==> src/rtl/sram_rw_arbiter.sv <==
// sram_rw_arbiter: owns the RW port of one single-port SRAM macro.
// Out of reset it zero-fills the array, then shares the port between one
// writer and one reader. Writes win by default, but a waiting read gets
// the port after STARVE_LIMIT consecutive write grants.
module sram_rw_arbiter #(
  parameter int ADDR_W       = 13,
  parameter int DATA_W       = 64,
  parameter int STARVE_LIMIT = 4
) (
  input  logic              clock,
  input  logic              reset,
  output logic              init_done,
  input  logic              w_valid,
  output logic              w_ready,
  input  logic [ADDR_W-1:0] w_addr,
  input  logic [DATA_W-1:0] w_data,
  input  logic              r_valid,
  output logic              r_ready,
  input  logic [ADDR_W-1:0] r_addr,
  output logic              resp_valid,
  output logic [DATA_W-1:0] resp_data,
  output logic              sram_en,
  output logic              sram_wmode,
  output logic [ADDR_W-1:0] sram_addr,
  output logic [DATA_W-1:0] sram_wdata,
  input  logic [DATA_W-1:0] sram_rdata
);

  localparam int                DEPTH     = 1 << ADDR_W;
  localparam logic [ADDR_W-1:0] LAST_ADDR = ADDR_W'(DEPTH - 1);
  localparam logic [3:0]        LIMIT     = 4'(STARVE_LIMIT);

  typedef enum logic {INIT, RUN} state_t;

  state_t            state, state_nxt;
  logic [ADDR_W-1:0] init_cnt;
  logic [3:0]        starve_cnt;
  logic              read_prio;
  logic              w_grant, r_grant;

  // Next state, handshakes and macro command; all idle while reset is held
  always_comb begin
    state_nxt  = state;
    init_done  = 1'b0;
    w_ready    = 1'b0;
    r_ready    = 1'b0;
    w_grant    = 1'b0;
    r_grant    = 1'b0;
    read_prio  = (starve_cnt == LIMIT);
    sram_en    = 1'b0;
    sram_wmode = 1'b0;
    sram_addr  = '0;
    sram_wdata = '0;
    if (!reset) begin
      case (state)
        INIT: begin
          sram_en    = 1'b1;
          sram_wmode = 1'b1;
          sram_addr  = init_cnt;
          if (init_cnt == LAST_ADDR) state_nxt = RUN;
        end
        RUN: begin
          init_done = 1'b1;
          // Readies look only at the other side's valid, so grants are exclusive
          w_ready   = !r_valid || !read_prio;
          r_ready   = !w_valid || read_prio;
          w_grant   = w_valid && w_ready;
          r_grant   = r_valid && r_ready;
          if (w_grant) begin
            sram_en    = 1'b1;
            sram_wmode = 1'b1;
            sram_addr  = w_addr;
            sram_wdata = w_data;
          end else if (r_grant) begin
            sram_en    = 1'b1;
            sram_wmode = 1'b0;
            sram_addr  = r_addr;
            sram_wdata = w_data;
          end
        end
        default: state_nxt = INIT;
      endcase
    end
  end

  // State register and zero-fill sweep address
  always_ff @(posedge clock or posedge reset) begin
    if (reset) begin
      state    <= INIT;
      init_cnt <= '0;
    end else begin
      state <= state_nxt;
      if (state == INIT) init_cnt <= init_cnt + 1'b1;
    end
  end

  // Count write grants that bypassed a waiting read
  always_ff @(posedge clock or posedge reset) begin
    if (reset) begin
      starve_cnt <= '0;
    end else if (state == RUN) begin
      if (r_grant || !r_valid) starve_cnt <= '0;
      else if (w_grant)        starve_cnt <= starve_cnt + 1'b1;
    end
  end

  // Macro returns read data one cycle after the command
  always_ff @(posedge clock or posedge reset) begin
    if (reset) resp_valid <= 1'b0;
    else       resp_valid <= r_grant;
  end

  assign resp_data = sram_rdata;

endmodule
==> config.mk <==
export PLATFORM = sky130hd
export DESIGN_NAME = sram_rw_arbiter
export DESIGN_NICKNAME = d
export VERILOG_FILES = /design/src/rtl/sram_rw_arbiter.sv
export SDC_FILE = /design/constraint.sdc
export NUM_CORES = 1
export LEC_CHECK = 0
export ABC_AREA = 1
export CAP_MARGIN = 20
export CORE_AREA = 3 3 118 120
export DETAILED_ROUTE_END_ITERATION = 12
export DIE_AREA = 0 0 121 123
export GPL_ROUTABILITY_DRIVEN = 0
export SLEW_MARGIN = 10
export SYNTH_ARGS = -nofsm -noshare
export SYNTH_HDL_FRONTEND = slang
export SYNTH_SLANG_ARGS = --single-unit
==> constraint.sdc <==
create_clock -name clock -period 1.7 [get_ports clock]
set_clock_uncertainty 0.05 [all_clocks]
set_input_delay 0.34 -clock clock [delete_from_list [all_inputs] [get_ports clock]]
set_output_delay 0.34 -clock clock [all_outputs]
set_load 0.05 [all_outputs]
==> insert_results.sql <==
INSERT INTO impl_metrics (metric_group, metric, value, unit) VALUES
('power', 'pwr_density_cell', '426', 'nW/um2'),
('worst_setup_path', 'worstReg2RegEnd', 'starve_cnt[2]', ''),
('floorplan', 'floorplan.core_area', '13100', 'um2'),
('timing', 'timing.hold.ws', '0.332', 'ns'),
('yosys', 'ys_types', '25', ''),
('yosys', 'netlist.top_cell.by_area', 'sky130_fd_sc_hd__nand2_1', ''),
('timing', 'worstMarginPinSlew', '0.348', 'ns'),
('route', 'postRouteAntennaNets', '0', ''),
('grt', 'overflow', '0', ''),
('yosys', 'synthDominantCellAreaShare', '22.0', '%'),
('timing', 'period_share', '123', '%'),
('yosys', 'synth-seq-cells', '19', ''),
('floorplan', 'initial_core_util', '18.6', '%'),
('clock_tree', 'largest_buffer_count_on_any_clock_path', '2', ''),
('grt', 'grt_start_max_net_pins', '19', ''),
('worst_setup_path', 'timing.critical_path.required', '1.31', 'ns'),
('place', 'place_hpwl', '8580', 'um'),
('worst_setup_path', 'startpoint', 'starve_cnt[0]', ''),
('timing', 'timing.slew.headroom', '76.6', '%'),
('floorplan', 'pin_count', '305', ''),
('worst_setup_path', 'arrival', '1.69', 'ns'),
('power', 'p_leak', '2.80', 'nW'),
('route', 'drc', '0', ''),
('worst_setup_path', 'rr_startpoint', 'starve_cnt[0]', ''),
('route', 'detail_route.vias_per_cell', '4.32', ''),
('finish', 'layout-drive-gt1-share', '59.6', '%'),
('timing', 'worst_slack', '-0.385', 'ns'),
('yosys', 'post_synth_design_cell_area', '2440', 'um2'),
('run', 'timing.max_cap.violations', '0', ''),
('route', 'wire_per_inst', '16.7', 'um'),
('finish', 'seqCellArea', '475', 'um2'),
('timing', 'finalMaxSlewViolations', '0', ''),
('floorplan', 'floorplan.die_area', '14900', 'um2'),
('worst_setup_path', 'crit_fanout', '3', ''),
('yosys', 'synth.top_cells.by_area', 'sky130_fd_sc_hd__nand2_1 (22%), sky130_fd_sc_hd__buf_4 (22%), sky130_fd_sc_hd__dfrtp_1 (20%)', ''),
('power', 'ir_drop', '0.320', 'mV'),
('finish', 'multiInputGateArea', '2380', 'um2'),
('clock_tree', 'clk_latency', '0.25', 'ns'),
('yosys', 'avgSynthCellArea', '5.84', 'um2'),
('finish', 'filler_cell_count', '1144', ''),
('clock_tree', 'cts-buffers-inserted', '3', ''),
('finish', 'finalNetCount', '734', ''),
('yosys', 'yosys_warnings', '0', ''),
('yosys', 'total_nets_after_synthesis', '578', ''),
('clock_tree', 'clock_transition_at_the_registers_of_the_reported_paths', '0.06', 'ns'),
('timing', 'setup_viol', '82', ''),
('clock_tree', 'clk_root_buffer_cell', 'sky130_fd_sc_hd__clkbuf_16', ''),
('floorplan', 'rows', '42', ''),
('route', 'drt_pre_antenna_iters', '4', ''),
('worst_setup_path', 'startpoint_type', 'register', ''),
('grt', 'grt_pass1_vias', '3274', ''),
('clock_tree', 'tritoncts', 'yes', ''),
('timing', 'hold_viol_final', '0', ''),
('worst_setup_path', 'regToRegSetupSlack', '0.14', 'ns'),
('timing', 'finalWorstPathRequiredPeriod', '2.08', 'ns'),
('worst_setup_path', 'timing_worst_setup_path_type', 'register to output port', ''),
('grt', 'globalRouteTotalUtil', '15.7', '%'),
('power', 'p_total', '0.00269', 'W'),
('worst_setup_path', 'end_kind', 'output port', ''),
('finish', 'relative_area_change_from_synthesis_to_final_layout', '159', '%'),
('place', 'numPortBuffers', '176', ''),
('timing', 'final_total_negative_setup_slack', '-24.41', 'ns'),
('grt', 'grt_first_pass_wirelength', '18100', 'um'),
('floorplan', 'die_height', '123', 'um'),
('yosys', 'synthCells', '417', ''),
('grt', 'grt_antenna_before_repair', '1', ''),
('worst_setup_path', 'critPathCapture', 'sram_addr[12]', ''),
('floorplan', 'die-width', '121', 'um'),
('worst_setup_path', 'rr_worst_depth', '10', ''),
('timing', 'fmax', '480', 'MHz'),
('clock_tree', 'h-tree-depth', '1', ''),
('route', 'finalWirelength', '12500', 'um'),
('hold_path', 'worst_hold_path_type', 'input port to asynchronous set/reset pin', ''),
('route', 'vias', '3233', ''),
('timing', 'rsz0062_at_grt', 'yes', ''),
('yosys', 'synth_seq_area_share', '19.5', '%'),
('status', 'run_status', 'finished, violations left', ''),
('status', 'violations', 'negative setup slack', ''),
('route', 'drtIter0Drc', '97', ''),
('clock_tree', 'clock_sinks', '19', '');
cell type report:
type	count	area share, %
diodes	1	0.0397
clock buffers	3	1.19
clock inverters	1	0.0793
inverters	23	1.61
multi-input cells	287	37.7
flip-flops and latches	19	7.53
well taps	176	3.49
repair buffers	239	48.4
cells in the mapped netlist, drive strengths merged:
cell      n
nand3    31
a21oi     4
nand2   144
xnor2     4
nor3      2
inv      23
dfrtp    19
buf      85
xor2      4
ha        3
nor2     83
clkbuf    3
o21ai     7
nand4     5
repair_timing:
action | CTS | global route
cloned | 11 | 1
pin swaps | 45 | 50
endpoints found under the setup margin | 82 | 84
hold buffers | 0 | 0
buffers inserted | 20 | 13
resized for setup | 242 | 70
endpoints found under the hold margin | 0 | 0
cell families (layout without fill, tap and decap cells):
kind of cell,after synthesis,count (layout),share of synthesized area (%)
AOI/OAI and AO/OA,11,11,2.88
other,0,1,0
DFF,19,19,19.5
xor gates and xnor gates,8,8,2.88
buffers and inverters,111,266,29.4
adders and majority gates,3,3,1.54
and+or+nand+nor,265,265,43.8
critical path, stage by stage (launching register included):
cell and delay, ns:
sky130_fd_sc_hd__dfrtp_1 0.39, sky130_fd_sc_hd__inv_2 0.09, sky130_fd_sc_hd__ha_4 0.14, sky130_fd_sc_hd__nand4_1 0.12, sky130_fd_sc_hd__buf_6 0.16, sky130_fd_sc_hd__buf_6 0.12
sky130_fd_sc_hd__nand3_4 0.05, sky130_fd_sc_hd__nand3_2 0.06, sky130_fd_sc_hd__nand2_2 0.08, sky130_fd_sc_hd__clkinvlp_4 0.09, sky130_fd_sc_hd__buf_8 0.15
layer usage:
metal	vias up	track usage [%]	share of wire, %	routed length, um
met5	-	0	0	0
met4	0	3.47	1.3	167
met3	18	4.76	7.7	972
met2	154	29.6	55	6960
met1	1533	17.2	35	4440
li1	1528	-	-	-
stage by stage:
stage | instance area, um2 | util, % | worst slack (ns) | std cells
floorplan | 2910 | - | -0.223 | 417
global placement | 4660 | 35.6 | -0.553 | 708
detailed placement | 4660 | 35.6 | -0.568 | 708
CTS | 6110 | 46.7 | -0.357 | 743
global route | 6310 | 48.2 | -0.461 | 749
finish | 6310 | 48.2 | -0.385 | 749
state kept, by name, summed over array words and instances, names as in the netlist:
name        flops
resp_valid      1
starve_cnt      4
init_cnt       13
state           1
placed cells by master (no fill, tap or decap), types with 2 or more instances in the layout:
master and count:
sky130_fd_sc_hd__o21ai_0 5, sky130_fd_sc_hd__xnor2_1 4, sky130_fd_sc_hd__nand4_1 5, sky130_fd_sc_hd__clkbuf_16 4, sky130_fd_sc_hd__nor2_4 67, sky130_fd_sc_hd__clkinvlp_4 2
sky130_fd_sc_hd__nor2_2 2, sky130_fd_sc_hd__buf_6 36, sky130_fd_sc_hd__buf_4 31, sky130_fd_sc_hd__ha_1 2, sky130_fd_sc_hd__nand3_4 2, sky130_fd_sc_hd__nand2_2 39
sky130_fd_sc_hd__clkdlybuf4s50_1 90, sky130_fd_sc_hd__buf_16 5, sky130_fd_sc_hd__dlygate4sd2_1 3, sky130_fd_sc_hd__dfrtp_1 19, sky130_fd_sc_hd__inv_1 16, sky130_fd_sc_hd__nand3_2 10
sky130_fd_sc_hd__buf_8 27, sky130_fd_sc_hd__nand2_1 46, sky130_fd_sc_hd__a21oi_1 2, sky130_fd_sc_hd__buf_12 46, sky130_fd_sc_hd__inv_2 3, sky130_fd_sc_hd__nand2_4 59
sky130_fd_sc_hd__xor2_1 4, sky130_fd_sc_hd__nand3_1 19, sky130_fd_sc_hd__nor2_1 14
power breakdown:
part	switching (W)	internal (W)	leakage, nW	total (W)
Clock	0.000174	0.000315	0.0409	0.000489
Combinational	0.000919	0.000819	2.50	0.00174
Sequential	0.00000495	0.000459	0.258	0.000464
worst min path at each step:
stage,end,slack [ns],depth (start not counted)
floorplan,init_cnt[12],0.41,2
global placement,init_cnt[12],0.43,2
detailed placement,init_cnt[12],0.44,2
CTS,starve_cnt[2],0.34,3
global route,starve_cnt[1],0.36,3
finish,starve_cnt[2],0.33,3
No activity file was read; power rests on OpenSTA's default activity.
